==> src/rtl/stopwatch_mux.sv <==
// Stopwatch with BCD count, multiplexed 4-digit seven-segment display and countdown mode.
// Define STOPWATCH_LAP_EN to build the lap-hold (display freeze) feature.
module stopwatch_mux #(
  parameter int TICK_DIV = 1000000,
  parameter int SCAN_DIV = 100000,
  parameter int SEC_MAX  = 59
) (
  input  logic       clk,
  input  logic       reset_ni,
  input  logic       start_i,
  input  logic       clear_i,
  input  logic       lap_i,
  input  logic       down_i,
  input  logic [6:0] load_sec_i,
  output logic [6:0] seven_seg_o,
  output logic       dp_o,
  output logic [3:0] anodes_o,
  output logic       running_o,
  output logic       expired_o,
  output logic       lap_active_o
);

  localparam int TW = $clog2(TICK_DIV);
  localparam int SW = $clog2(SCAN_DIV);
  localparam logic [TW-1:0] DIV_LAST  = TW'(TICK_DIV - 1);
  localparam logic [SW-1:0] SCAN_LAST = SW'(SCAN_DIV - 1);
  localparam logic [3:0]    SM_T      = 4'(SEC_MAX / 10);
  localparam logic [3:0]    SM_O      = 4'(SEC_MAX % 10);
  localparam logic [6:0]    SEC_CAP   = 7'(SEC_MAX);

  typedef enum logic [1:0] {IDLE, RUN, PAUSE, EXPIRED} state_t;

  function automatic logic [6:0] seg7(input logic [3:0] d);
    case (d)
      4'd0:    seg7 = 7'b1000000;
      4'd1:    seg7 = 7'b1111001;
      4'd2:    seg7 = 7'b0100100;
      4'd3:    seg7 = 7'b0110000;
      4'd4:    seg7 = 7'b0011001;
      4'd5:    seg7 = 7'b0010010;
      4'd6:    seg7 = 7'b0000010;
      4'd7:    seg7 = 7'b1111000;
      4'd8:    seg7 = 7'b0000000;
      4'd9:    seg7 = 7'b0010000;
      default: seg7 = 7'b1111111;
    endcase
  endfunction

  state_t          state;
  logic            mode;          // 1 = countdown
  logic [TW-1:0]   div;
  logic [3:0][3:0] cnt;           // [3]=sec tens .. [0]=centisecond ones
  logic [3:0][3:0] disp;
  logic [3:0][3:0] up_n, dn_n, ld_cnt;
  logic [2:0]      st_s, cl_s;    // two sync stages plus previous-value flop
  logic            st_edge, clr_edge, tick, exp_step;
  logic [6:0]      ld_sec;
  logic [SW-1:0]   scan_cnt;
  logic [1:0]      sel;

  assign st_edge  = st_s[1] & ~st_s[2];
  assign clr_edge = cl_s[1] & ~cl_s[2];
  assign tick     = (state == RUN) && (div == DIV_LAST);
  assign exp_step = tick && mode && (dn_n == '0);
  assign ld_sec   = (load_sec_i > SEC_CAP) ? SEC_CAP : load_sec_i;
  assign ld_cnt   = {4'(ld_sec / 7'd10), 4'(ld_sec % 7'd10), 4'd0, 4'd0};

  always_comb begin
    up_n = cnt;
    if (cnt[0] != 4'd9) up_n[0] = cnt[0] + 4'd1;
    else begin
      up_n[0] = 4'd0;
      if (cnt[1] != 4'd9) up_n[1] = cnt[1] + 4'd1;
      else begin
        up_n[1] = 4'd0;
        if (cnt[3] == SM_T && cnt[2] == SM_O) begin
          up_n[3] = 4'd0;
          up_n[2] = 4'd0;
        end else if (cnt[2] != 4'd9) up_n[2] = cnt[2] + 4'd1;
        else begin
          up_n[2] = 4'd0;
          up_n[3] = cnt[3] + 4'd1;
        end
      end
    end
  end

  // Never stepped from 00.00: reaching zero always leaves RUN.
  always_comb begin
    dn_n = cnt;
    if (cnt[0] != 4'd0) dn_n[0] = cnt[0] - 4'd1;
    else begin
      dn_n[0] = 4'd9;
      if (cnt[1] != 4'd0) dn_n[1] = cnt[1] - 4'd1;
      else begin
        dn_n[1] = 4'd9;
        if (cnt[2] != 4'd0) dn_n[2] = cnt[2] - 4'd1;
        else begin
          dn_n[2] = 4'd9;
          dn_n[3] = cnt[3] - 4'd1;
        end
      end
    end
  end

  always_ff @(posedge clk or negedge reset_ni) begin
    if (!reset_ni) begin
      st_s      <= '0;
      cl_s      <= '0;
      state     <= IDLE;
      mode      <= 1'b0;
      div       <= '0;
      cnt       <= '0;
      running_o <= 1'b0;
      expired_o <= 1'b0;
    end else begin
      st_s      <= {st_s[1:0], start_i};
      cl_s      <= {cl_s[1:0], clear_i};
      expired_o <= 1'b0;
      if (state == IDLE) mode <= down_i;
      if (clr_edge) begin
        state     <= IDLE;
        div       <= '0;
        cnt       <= down_i ? ld_cnt : '0;
        running_o <= 1'b0;
      end else begin
        case (state)
          IDLE: if (st_edge) begin
            if (down_i && cnt == '0) begin
              state     <= EXPIRED;
              expired_o <= 1'b1;
            end else begin
              state     <= RUN;
              running_o <= 1'b1;
            end
          end
          RUN: if (st_edge) begin
            state     <= PAUSE;
            running_o <= 1'b0;
          end
          PAUSE: if (st_edge) begin
            state     <= RUN;
            running_o <= 1'b1;
          end
          EXPIRED: ;
        endcase
        // Divider keeps counting on the pause edge itself; expiry overrides a pause.
        if (state == RUN) begin
          if (tick) begin
            div <= '0;
            cnt <= mode ? dn_n : up_n;
            if (exp_step) begin
              state     <= EXPIRED;
              expired_o <= 1'b1;
              running_o <= 1'b0;
            end
          end else begin
            div <= div + TW'(1);
          end
        end
      end
    end
  end

`ifdef STOPWATCH_LAP_EN
  logic [2:0]      lp_s;
  logic            lap_hold;
  logic [3:0][3:0] lap_d;

  always_ff @(posedge clk or negedge reset_ni) begin
    if (!reset_ni) begin
      lp_s     <= '0;
      lap_hold <= 1'b0;
      lap_d    <= '0;
    end else begin
      lp_s <= {lp_s[1:0], lap_i};
      if (clr_edge || exp_step) lap_hold <= 1'b0;
      else if (state == RUN && lp_s[1] && !lp_s[2]) begin
        lap_hold <= ~lap_hold;
        if (!lap_hold) lap_d <= cnt;
      end
    end
  end

  assign lap_active_o = lap_hold;
  assign disp         = lap_hold ? lap_d : cnt;
`else
  logic unused_lap;
  assign unused_lap   = lap_i;
  assign lap_active_o = 1'b0;
  assign disp         = cnt;
`endif

  // Segments, dp and anodes all come from the same sel sample, so they never disagree.
  always_ff @(posedge clk or negedge reset_ni) begin
    if (!reset_ni) begin
      scan_cnt    <= '0;
      sel         <= 2'd0;
      anodes_o    <= 4'b1110;
      seven_seg_o <= 7'b1000000;
      dp_o        <= 1'b1;
    end else begin
      if (scan_cnt == SCAN_LAST) begin
        scan_cnt <= '0;
        sel      <= sel + 2'd1;
      end else begin
        scan_cnt <= scan_cnt + SW'(1);
      end
      anodes_o    <= ~(4'b0001 << sel);
      seven_seg_o <= seg7(disp[sel]);
      dp_o        <= (sel != 2'd2);
    end
  end

endmodule

==> config.mk <==
export PLATFORM = sky130hd
export DESIGN_NAME = stopwatch_mux
export DESIGN_NICKNAME = d
export VERILOG_FILES = /design/src/rtl/stopwatch_mux.sv
export SDC_FILE = /design/constraint.sdc
export NUM_CORES = 1
export LEC_CHECK = 0
export CORE_MARGIN = 10
export CORE_UTILIZATION = 50
export CTS_BUF_LIST = sky130_fd_sc_hd__clkbuf_2 sky130_fd_sc_hd__clkbuf_4 sky130_fd_sc_hd__clkbuf_8
export DETAILED_ROUTE_END_ITERATION = 10
export GPL_TIMING_DRIVEN = 0
export PLACE_DENSITY = 0.74
export SLEW_MARGIN = 10
export SYNTH_ARGS = -nofsm -noshare
export SYNTH_HDL_FRONTEND = slang
export SYNTH_SLANG_ARGS = --single-unit
==> constraint.sdc <==
create_clock -name clk -period 4.6 [get_ports clk]
set_clock_uncertainty 0.1 [all_clocks]
set_input_delay 0.92 -clock clk [delete_from_list [all_inputs] [get_ports clk]]
set_output_delay 0.92 -clock clk [all_outputs]
set_load 0.03 [all_outputs]
## After elaboration in Yosys (flattened, before gate mapping)

Memories as Yosys holds them, arrays and structs flattened. A register that Yosys moved wholly into a read port is not among the register bits.
Index checks and enable logic that the tools add are counted.

| cells by class | value |
|---|---|
| equality and inequality tests | 13 |
| muxes and demuxes | 50 |
| shift operators | 1 |
| bitwise logic cells | 5 |
| reduce and logical (&&, ||, !) cells | 18 |
| order comparisons | 2 |
| div/mod/pow operators | 2 |
| add/subtract/negate cells | 11 |

Operators by type and width:

| cell | number |
|---|---|
| $mux 16 | 5 |
| $mux 20 | 3 |
| $mux 4 | 9 |
| $logic_not 16->1 | 2 |
| $mux 12 | 2 |
| $mux 8 | 3 |
| $add 20x1->20 const B | 1 |
| $eq 20x20->1 const B | 1 |
| $add 17x1->17 const B | 1 |
| $eq 17x17->1 const B | 1 |
| $mux 17 | 1 |
| $add 4x1->4 const B | 4 |
| $mux 2 | 8 |
| $ne 4x4->1 const B | 4 |
| $sub 4x1->4 const B | 4 |
| $mux 1 | 15 |
| $reduce_bool 4->1 | 3 |
| $bmux 4 s2 | 1 |
| $div 7x4->7 const B | 1 |
| $gt 7x6->1 const B | 1 |
| $mod 7x4->7 const B | 1 |
| $mux 7 | 1 |
| $ne 3x3->1 const B | 2 |
| $pmux 2 s3 | 1 |
| other kinds (20) | 27 |

| storage, ports and cells | value |
|---|---|
| output and inout bits | 15 |
| memories kept | 1 |
| memory bits (read-only) | 112 |
| word-level logic and storage cells | 118 |
| flip-flop bits (word level) | 71 |
| input bits | 13 |

Memory list:

| memory | depth | width | rd ports | clocked after Yosys merged registers in | wr ports | line | text |
|---|---|---|---|---|---|---|---|
| (name not given) | 16 | 7 | 1 | 1 | 0 | 34 | `case (d)` |

## Depth between registers and ports, before layout

Gate-level depths: netlist of the first run.

| depth | value |
|---|---|
| depth in word-level cells | 10 |
| gate-level depth with buffers | 16 |
| mapped depth without buffers | 15 |

## Least setup slack after synthesis of the first run

OpenSTA, ideal clock, no wires.

| timing | value |
|---|---|
| path kind | input to register |
| start point | input load_sec_i[6] |
| end point | register cnt[10] in the netlist's numbering |
| setup slack | 693 ps |
| required time | 4426 ps |
| library setup time | 74 ps |
| arrival time | 3733 ps |
| stages on the path | 16 |
| buffers on the path | 1 |
| path through | clkbuf_1 -> inv_1 -> nand2_1 -> ha_1 -> or2_2 -> a221o_1 -> nand4_1 -> and2_1 -> xor2_1 -> ha_1 -> a31oi_1 -> o211ai_1 -> a21o_2 -> o211ai_1 -> mux2_4 -> o21ai_2 |

| between the ends | value |
|---|---|
| cells in the longest elaborated chain, start to end | 5 |

RTL lines:

| what | line | text |
|---|---|---|
| start, declared | 14 | `input logic [6:0] load_sec_i,` |
| $gt 7x6->1 | 65 | `assign ld_sec = (load_sec_i > SEC_CAP) ? SEC_CAP : load_sec_i;` |
| $mux 7 (*) | 65 |  |
| $mod 7x4->7 (*) | 66 | `assign ld_cnt = {4'(ld_sec / 7'd10), 4'(ld_sec % 7'd10), 4'd0, 4'd0};` |
| $mux 16 (*) | 124 | `cnt <= down_i ? ld_cnt : '0;` |
| $mux 16 (*) | 121 | `if (clr_edge) begin` |
| end signal, assigned | 124 |  |
| end signal, assigned | 151 | `cnt <= mode ? dn_n : up_n;` |
| end, declared | 52 | `logic [3:0][3:0] cnt;` |

Every way passes the cells marked *; elsewhere a longest branch is shown, timed or not.
A chain may end at the register's enable or synchronous reset.

## Worst setup path in the final report of the first run

| timing | value |
|---|---|
| start point | input load_sec_i[4] |
| end point | register cnt[10] in the netlist's numbering |

Same word-level chain as after synthesis.

==> results of run 1 <==
==> metrics by stage <==
| step | instances | power, mW | setup slack [ns] | util, % | hold WS (ns) |
|---|---|---|---|---|---|
| 2_1_floorplan | 538 | 1.23 | 0.693 | - | 0.231 |
| 3_3_place_gp | 690 | 1.37 | -0.179 | 55.7 | 0.233 |
| 3_5_place_dp | 691 | 1.39 | 0.102 | 55.9 | 0.236 |
| 4_1_cts | 707 | 2.04 | 0.476 | 58.7 | 0.251 |
| 5_1_grt | 707 | 2.16 | 0.244 | 58.7 | 0.254 |
| 6_report | 707 | 2.04 | 0.435 | 58.7 | 0.252 |
==> cells in the final DEF, fill, tap and decap left out, types with 16 or more instances in the layout <==
master	n
sky130_fd_sc_hd__clkbuf_1	23
sky130_fd_sc_hd__clkdlybuf4s50_1	22
sky130_fd_sc_hd__o21ai_0	45
sky130_fd_sc_hd__ha_1	17
sky130_fd_sc_hd__nand2_1	52
sky130_fd_sc_hd__xnor2_1	16
sky130_fd_sc_hd__nor2_1	56
sky130_fd_sc_hd__xor2_1	21
sky130_fd_sc_hd__nand3_1	26
sky130_fd_sc_hd__inv_1	17
sky130_fd_sc_hd__dfrtp_1	73
sky130_fd_sc_hd__a21oi_1	23
==> worst reg2reg max path, cell delays in order (launching register included) <==
cell and delay (ns):
sky130_fd_sc_hd__dfrtp_1 0.44, sky130_fd_sc_hd__nor4b_1 0.40, sky130_fd_sc_hd__nand4_1 0.23, sky130_fd_sc_hd__o31ai_4 0.49, sky130_fd_sc_hd__o21a_1 0.35, sky130_fd_sc_hd__o211ai_1 0.27, sky130_fd_sc_hd__o21ai_0 0.22, sky130_fd_sc_hd__o21ai_0 0.11
==> kinds of logic after synthesis <==
kind of cell / share of synthesized area (%)
AO/OA/AOI/OAI: 18.1
other: 0.0789
flip-flops: 40.7
XOR/XNOR: 6.82
AND/OR/NAND/NOR: 23.0
multiplexers: 3.08
adder cells (fa/ha/maj): 4.48
buffers and inverters: 3.79
==> sequential cells by signal, indices dropped and copies added (netlist names), 2 cells and up <==
register and count:
st_s 3, anodes_o 4, sel 2, seven_seg_o 7, div 20, scan_cnt 17, cl_s 3, state 2
cnt 16
==> area by class of cell <==
class	instances	area (sq um)	share of cell area, %
plain buffers	28	116	2.15
clock inverters	6	116	2.15
inverters	17	63.8	1.18
well taps	129	161	2.98
repair buffers	24	255	4.71
flip-flops and latches	77	1930	35.6
multi-input cells	416	2640	48.7
clock buffers	10	138	2.54
==> power breakdown <==
part | internal, mW | switching (mW) | leakage, nW
clock network | 0.380 | 0.270 | 0.127
registers | 0.735 | 0.0615 | 1.01
logic | 0.229 | 0.366 | 1.19
==> per-layer routing <==
metal	vias to the layer above	share of wire, %	GRT usage (%)
li1	1991	-	-
met1	2008	46	20.7
met2	119	47	25.2
met3	18	5.3	2.88
met4	0	1.8	6.80
met5	-	0	0
==> how the worst max path moves through the flow <==
| stage | slack [ns] | end |
|---|---|---|
| floorplan | 0.69 | cnt[10] |
| global placement | -0.18 | scan_cnt[0] |
| detailed placement | 0.10 | cnt[10] |
| CTS | 0.48 | cnt[10] |
| global route | 0.24 | cnt[10] |
| finish | 0.43 | cnt[10] |
==> metrics.sh, run 1 <==
OUTCOME='completed'
SYNTH-EDFF-COUNT=0
POST_ROUTE_FRACTION_OF_THE_PERIOD_CONSUMED_BY_THE_CRITICAL_PATH_PCT=90.6
CELL_COUNT_OF_THE_WORST_HOLD_PATH=0
AREA_GROWTH_SYN_TO_LAYOUT_PCT=14.1
CTS_SETUP_BUFFERS=0
SYN-NUM-NETS=568
FMAX_MHz=240
DIE_OUTLINE_AREA_SQ_UM=13800
GRTUSAGETOTAL_PCT=15.9
WORST-PATH-BUF-INV=1
FINAL_HOLD_VIOS=0
CLK_BUF_DEPTH=2
CP_CELL_SEQUENCE='clkdlybuf4s50_1, nor2_1, ha_1, or2_2, a221o_1, nand4_1, and2_1, xor2_1, ha_1, a21boi_0, a41o_1, o211ai_1, mux2_4, o21ai_2'
MAXIMUM_NUMBER_OF_PINS_ON_ONE_NET_BEFORE_GLOBAL_ROUTE_REPAIR=50
CRITICAL_PATH.TOP_DELAY_FAMILY='compound AO/OA/AOI/OAI gates'
PERIOD_MINUS_SLACK_NS=4.17
FIRSTDRTPASSITERS=6
TIGHTEST_HOLD_CHECK_TYPE='reg -> reg'
CRITICAL_PATH.ENDPOINT_TYPE='flip-flop'
DETAILED_ROUTE_WIRE_LENGTH_MM=11.1
PLACE_AREA_SQ_UM=5170
CLOCK_TREE.HTREE_LEVEL_COUNT=3
CTSRESIZECOUNT=0
POWER.DENSITY_CELL_AREA_nW_PER_UM2=376
UNIQUE_MASTERS_POST_SYNTH=64
TIMING.REG2REG.SETUP_SLACK_NS=1.85
PORT_BUFFERS=23
ANTENNA_VIOLATIONS_BEFORE_REPAIR=0
YOSYS.AREA.TOP_TYPE='sky130_fd_sc_hd__dfrtp_1'
ROW_COUNT=35
WORST_HOLD_PATH.ENDPOINT='cl_s[1]'
TIMING.CRITICAL_PATH.DEPTH=14
CORE_AREA_SQ_UM=9240
YOSYS.CELL_COUNT.TOP_TYPE='sky130_fd_sc_hd__dfrtp_1'
FINISH.NET_COUNT=603
WORST_EP_REQUIRED_TIME_NS=4.79
SYNTH_TOP_CELL_AREA_SHARE_PCT=38.4
CRITPATHMOSTFREQUENTCELL='sky130_fd_sc_hd__ha_1'
INITIAL_CORE_UTILIZATION_PCT=51.4
TRITONCTS='yes'
NUMBER_OF_SINKS_ON_THE_CLOCK_NET=77
CLK_LATENCY_NS=0.36
R2R-START='div[10]'
FINAL_LAYOUT_SIZE_SUFFIX_GT1_SHARE_PCT=7.44
SYNTHESIS.AREA_SQ_UM=4750
STARTPOINT='load_sec_i[4]'
VDD.IR_DROP.WORST_mV=0.193
DIEWIDTH_UM=117
FINAL_GLOBAL_ROUTE_OVERFLOW_TOTAL=0
FIRST_GLOBAL_VIAS=3992
YS_DOMINANT_REG_CELL='sky130_fd_sc_hd__dfrtp_1'
ANTENNA_CELLS=0
HOLD_PATH_STARTPOINT='cl_s[0]'
FINAL_ANTENNA_NET_COUNT=0
DRTITER0DRC=384
CTS_ROOT_BUF='sky130_fd_sc_hd__clkbuf_8'
WORSTREGTOREGCELLS=7
SETUP_TOTAL_NEGATIVE_SLACK_NS=0
DRC_ERRORS=0
CRITICAL_PATH.REG2REG.ENDPOINT='cnt[13]'
LAYOUT_CELL_AREA_EXCL_FILL_SQ_UM=5420
PATH_CLASS='in -> reg'
WORST_PIN_SLEW_NS=0.672
SYN_AVG_CELL_AREA_SQ_UM=8.83
AVGROUTEDWIREPERCELL_UM=15.7
CLKTRANSATPATHREGS_NS=0.08
GLOBAL_ROUTE_WIRE_LENGTH_BEFORE_REPAIR_MM=19.0
DP_HPWL_MM=8.01
POST_SYNTHESIS_SEQUENTIAL_AREA_RATIO_PCT=40.7
P_LEAK_nW=2.32
CRIT_PATH_MAX_FANOUT=7
DETAIL_ROUTE.VIAS_PER_CELL=5.85
SYNTH_TOP_CELLS_BY_AREA='sky130_fd_sc_hd__dfrtp_1, sky130_fd_sc_hd__o21ai_0, sky130_fd_sc_hd__ha_1'
RSZ0062_AT_GRT='no'
NUMCTSBUFFERS=9
FINAL-MAX-SLEW-VIOLATION-COUNT=0
DR_TOTAL_VIAS=4136
DIE_H_UM=117
CP_SLOWEST_CELL='sky130_fd_sc_hd__clkdlybuf4s50_1'
MAX_CAP_VIOLATIONS=0
MAX_SLEW_MARGIN_VS_LIMIT_PCT=54.9
POSTCTSHOLDBUFS=0
WORSTPATHARRIVAL_NS=4.35
SETUP_VIOL_COUNT_FINAL=0
SYN-INSTANCE-COUNT=538
SYNTH.YOSYS.WARNINGS=0
CRITPATHMAXSTAGEDELAY_NS=0.57
SYNTH.FF_LATCH_COUNT=77
SYNTHTOPCELLSBYCOUNT='sky130_fd_sc_hd__dfrtp_1, sky130_fd_sc_hd__nor2_1, sky130_fd_sc_hd__nand2_1, sky130_fd_sc_hd__o21ai_0, sky130_fd_sc_hd__nand3_1'
SETUP.WORST_PATH.START_CLASS='input pin'
FILLER_CELL_COUNT=812
SYNTH-ASYNC-RESET-RATIO_PCT=100
DESIGN.PORTCOUNT=28
ROUTABILITYCONGESTION=0.873
Power figures use the tool's default switching activity.
==> run 2, diff against run 1 <==
- ABC_AREA: default -> 1
- CORE_MARGIN: 10 -> default
- HOLD_SLACK_MARGIN: default -> 0.12
==> metrics.sh, run 2 <==
POWER_REPORT.INTERNAL_TOTAL_mW=1.26
POST_ROUTE_FRACTION_OF_THE_PERIOD_CONSUMED_BY_THE_CRITICAL_PATH_PCT=76.6
FINAL_HOLD_VIOS=0
FINAL_ANTENNA_NET_COUNT=0
CTSRESIZECOUNT=0
ANTENNA_VIOLATIONS_BEFORE_REPAIR=0
PATH_CLASS='in -> reg'
CLKPWRFRAC_PCT=28.9
MAX_CAP_VIOLATIONS=0
POWER.NET_SWITCHING_uW=735
ROW_COUNT=35
SYNTH_TOP_CELL_AREA_SHARE_PCT=37.4
WORST_PIN_SLEW_NS=0.516
VDD.IR_DROP.WORST_mV=0.162
CTS_ROOT_BUF='sky130_fd_sc_hd__clkbuf_8'
SEQ_AREA_SQ_UM=1930
GLOBAL_ROUTE_WIRE_LENGTH_BEFORE_REPAIR_MM=18.2
P_SEQ_SHARE_PCT=41.5
TIGHTEST_HOLD_CHECK_TYPE='reg -> reg'
CRIT_PATH_MAX_FANOUT=4
YS_DOMINANT_REG_CELL='sky130_fd_sc_hd__dfrtp_1'
GRTUSAGETOTAL_PCT=22.3
CTS_SETUP_BUFFERS=0
DESIGN.PORTCOUNT=28
SETUP_TOTAL_NEGATIVE_SLACK_NS=0
COMB_POWER_SHARE_PCT=29.6
CLKTRANSATPATHREGS_NS=0.08
CLK_BUF_DEPTH=2
SYN_AVG_CELL_AREA_SQ_UM=7.28
FINAL-MAX-SLEW-VIOLATION-COUNT=0
INITIAL_CORE_UTILIZATION_PCT=52.3
DIE_H_UM=101
REG_TOP3='div x20, scan_cnt x17, cnt x16'
FIN_UTIL_PCT=59.4
TRITONCTS='yes'
DP_HPWL_MM=7.98
CORE_AREA_SQ_UM=9330
MAX_SLEW_MARGIN_VS_LIMIT_PCT=65.3
FIRSTDRTPASSITERS=5
AREA_USED_BY_MULTI_INPUT_COMBINATIONAL_LOGIC_SQ_UM=2410
SYNTH.FF_LATCH_COUNT=77
SYNTH.YOSYS.WARNINGS=0
DETAILED_ROUTE_WIRE_LENGTH_MM=10.5
SYNTHTOPCELLSBYCOUNT='sky130_fd_sc_hd__nand2_1, sky130_fd_sc_hd__inv_1, sky130_fd_sc_hd__dfrtp_1, sky130_fd_sc_hd__nor2_1, sky130_fd_sc_hd__o21ai_0'
SYNTH_TOP_CELLS_BY_AREA='sky130_fd_sc_hd__dfrtp_1, sky130_fd_sc_hd__nand2_1, sky130_fd_sc_hd__inv_1'
MOST_FREQUENT_STANDARD_CELL_IN_THE_LAYOUT_EXCLUDING_FILL_AND_TAP_CELLS='sky130_fd_sc_hd__nand2_1'
SYNTH-EDFF-COUNT=0
NUMCTSBUFFERS=9
DRC_ERRORS=0
FINAL_LAYOUT_SIZE_SUFFIX_GT1_SHARE_PCT=8.43
LAYOUT_COMMON_CELLS='sky130_fd_sc_hd__nand2_1, sky130_fd_sc_hd__inv_1, sky130_fd_sc_hd__dfrtp_1'
LARGEST_REGISTER_FF_COUNT=20
SETUP.WORST_PATH.START_CLASS='input pin'
DETAIL_ROUTE.VIAS_PER_CELL=5.32
RSZ0062_AT_GRT='no'
ANTENNA_CELLS=0
SYN-INSTANCE-COUNT=670
PORT_BUFFERS=25
SETUP_VIOL_COUNT_FINAL=0
WHS_NS=0.257
CRITICAL_PATH.ENDPOINT_TYPE='flip-flop'
WORSTREGTOREGCELLS=12
WORST_EP_REQUIRED_TIME_NS=4.74
SYNTHESIS.AREA_SQ_UM=4880
DIEWIDTH_UM=101
CLK_LATENCY_NS=0.35
YOSYS.CELL_COUNT.TOP_TYPE='sky130_fd_sc_hd__nand2_1'
UNIQUE_MASTERS_POST_SYNTH=44
MAXIMUM_NUMBER_OF_PINS_ON_ONE_NET_BEFORE_GLOBAL_ROUTE_REPAIR=48
DP_SLACK_NS=0.718
SWITCHING_SHARE_PCT=36.9
YOSYS.AREA.TOP_TYPE='sky130_fd_sc_hd__dfrtp_1'
FMAX_MHz=284
AREA_GROWTH_SYN_TO_LAYOUT_PCT=13.5
TIMING.FINAL.WS_SETUP_NS=1.08
FILLER_CELL_COUNT=863
DIE_OUTLINE_AREA_SQ_UM=10200
SYN-NUM-NETS=700
POST_SYNTHESIS_SEQUENTIAL_AREA_RATIO_PCT=39.6
FINISH.NET_COUNT=737
CELL_COUNT_OF_THE_WORST_HOLD_PATH=0
PERIOD_MINUS_SLACK_NS=3.52
POSTCTSHOLDBUFS=0
OUTCOME='completed'
SYNTH-ASYNC-RESET-RATIO_PCT=100
FIRST_GLOBAL_VIAS=4253
FINAL_GLOBAL_ROUTE_OVERFLOW_TOTAL=0
DRTITER0DRC=224
CLOCK_TREE.HTREE_LEVEL_COUNT=3
TOP_REGISTER='div'
NUMBER_OF_SINKS_ON_THE_CLOCK_NET=77
DESIGN_POWER_TOTAL_mW=1.99
ROUTABILITYCONGESTION=0.901
WORSTPATHARRIVAL_NS=3.66
DR_TOTAL_VIAS=4476
P_LEAK_nW=2.64
POWER.DENSITY_CELL_AREA_nW_PER_UM2=360
AVGROUTEDWIREPERCELL_UM=12.5
-- run 2: changes by cell type after synthesis, moves of 15 or more --
| cell | change |
|---|---|
| sky130_fd_sc_hd__xnor2_1 | -16 |
| sky130_fd_sc_hd__nand2_1 | +78 |
| sky130_fd_sc_hd__nor2_1 | +15 |
| sky130_fd_sc_hd__clkbuf_1 | -17 |
| sky130_fd_sc_hd__inv_1 | +93 |
| sky130_fd_sc_hd__inv_2 | +20 |
-- run 2: power by group through the flow --
| stage | registers (mW) | clock network [mW] | logic (mW) |
|---|---|---|---|
| after floorplan | 0.813 | 0 | 0.447 |
| after detailed placement | 0.836 | 0 | 0.579 |
| after global routing | 0.838 | 0.621 | 0.672 |
| after CTS | 0.823 | 0.593 | 0.586 |
| final | 0.826 | 0.576 | 0.590 |
| after global placement | 0.834 | 0 | 0.562 |
-- run 2: path summary, 6_finish.rpt --
kind / startpoint / to / slack [ns]
worst max register to register: cl_s[2] / cnt[15] / 2.14
worst min register to register: cl_s[0] / cl_s[1] / 0.26
max in group asynchronous: reset_ni / anodes_o[1] / 3.38
min in group asynchronous: reset_ni / div[15] / 0.39
worst max-delay path: load_sec_i[3] / cnt[12] / 1.08
worst min-delay path: cl_s[0] / cl_s[1] / 0.26
-- run 2: area by class of cell --
| type | count | area share [%] |
|---|---|---|
| clock buffer | 11 | 2.51 |
| multi-input combinational | 452 | 43.5 |
| timing repair buffer | 26 | 4.97 |
| tap | 129 | 2.91 |
| sequential | 77 | 34.9 |
| buffer | 9 | 0.746 |
| clock inverter | 5 | 1.51 |
| inverter | 132 | 8.95 |
-- run 2: worst max-delay path, cell delays in order --
cell and delay [ns]:
sky130_fd_sc_hd__clkdlybuf4s50_1 0.44, sky130_fd_sc_hd__nand2_1 0.08, sky130_fd_sc_hd__nor2_1 0.04, sky130_fd_sc_hd__nor2_1 0.20, sky130_fd_sc_hd__nand2_1 0.15, sky130_fd_sc_hd__ha_1 0.23
sky130_fd_sc_hd__o21ai_2 0.20, sky130_fd_sc_hd__nand2_1 0.14, sky130_fd_sc_hd__nand2_1 0.11, sky130_fd_sc_hd__nand3_1 0.09, sky130_fd_sc_hd__nand2_1 0.09, sky130_fd_sc_hd__nand2_1 0.08
sky130_fd_sc_hd__nand2_1 0.08, sky130_fd_sc_hd__nand2_1 0.05, sky130_fd_sc_hd__inv_1 0.07, sky130_fd_sc_hd__ha_1 0.17, sky130_fd_sc_hd__nand2_1 0.06, sky130_fd_sc_hd__nand2_1 0.09
sky130_fd_sc_hd__nand2_1 0.10, sky130_fd_sc_hd__nand2_1 0.08, sky130_fd_sc_hd__nand2_1 0.05, sky130_fd_sc_hd__nand2_1 0.06, sky130_fd_sc_hd__o21ai_1 0.06
-- run 2: per-layer routing --
metal / vias up / GRT usage, % / wire (um)
li1: 2255 / - / -
met1: 2101 / 28.3 / 4960
met2: 105 / 38.5 / 4990
met3: 15 / 4.23 / 413
met4: 0 / 6.80 / 177
met5: - / 0 / 0
-- run 2: metrics by stage --
stage                     std cells  area [sq um]
after floorplan                 670          4880
after global placement          824          5290
after detailed placement        825          5320
after CTS                       841          5540
after global routing            841          5540
final                           841          5540
-- run 2: logic make-up (layout without fill, tap and decap cells) --
logic type      Yosys count  after routing  synth area share, %
compound gates          125            125                 15.0
xor+xnor                 13             13                 2.49
fa+ha+maj                17             17                 4.36
buf+inv                 141            183                 11.0
flops                    77             77                 39.6
other cells               1              1               0.0769
simple gates            296            296                 27.5
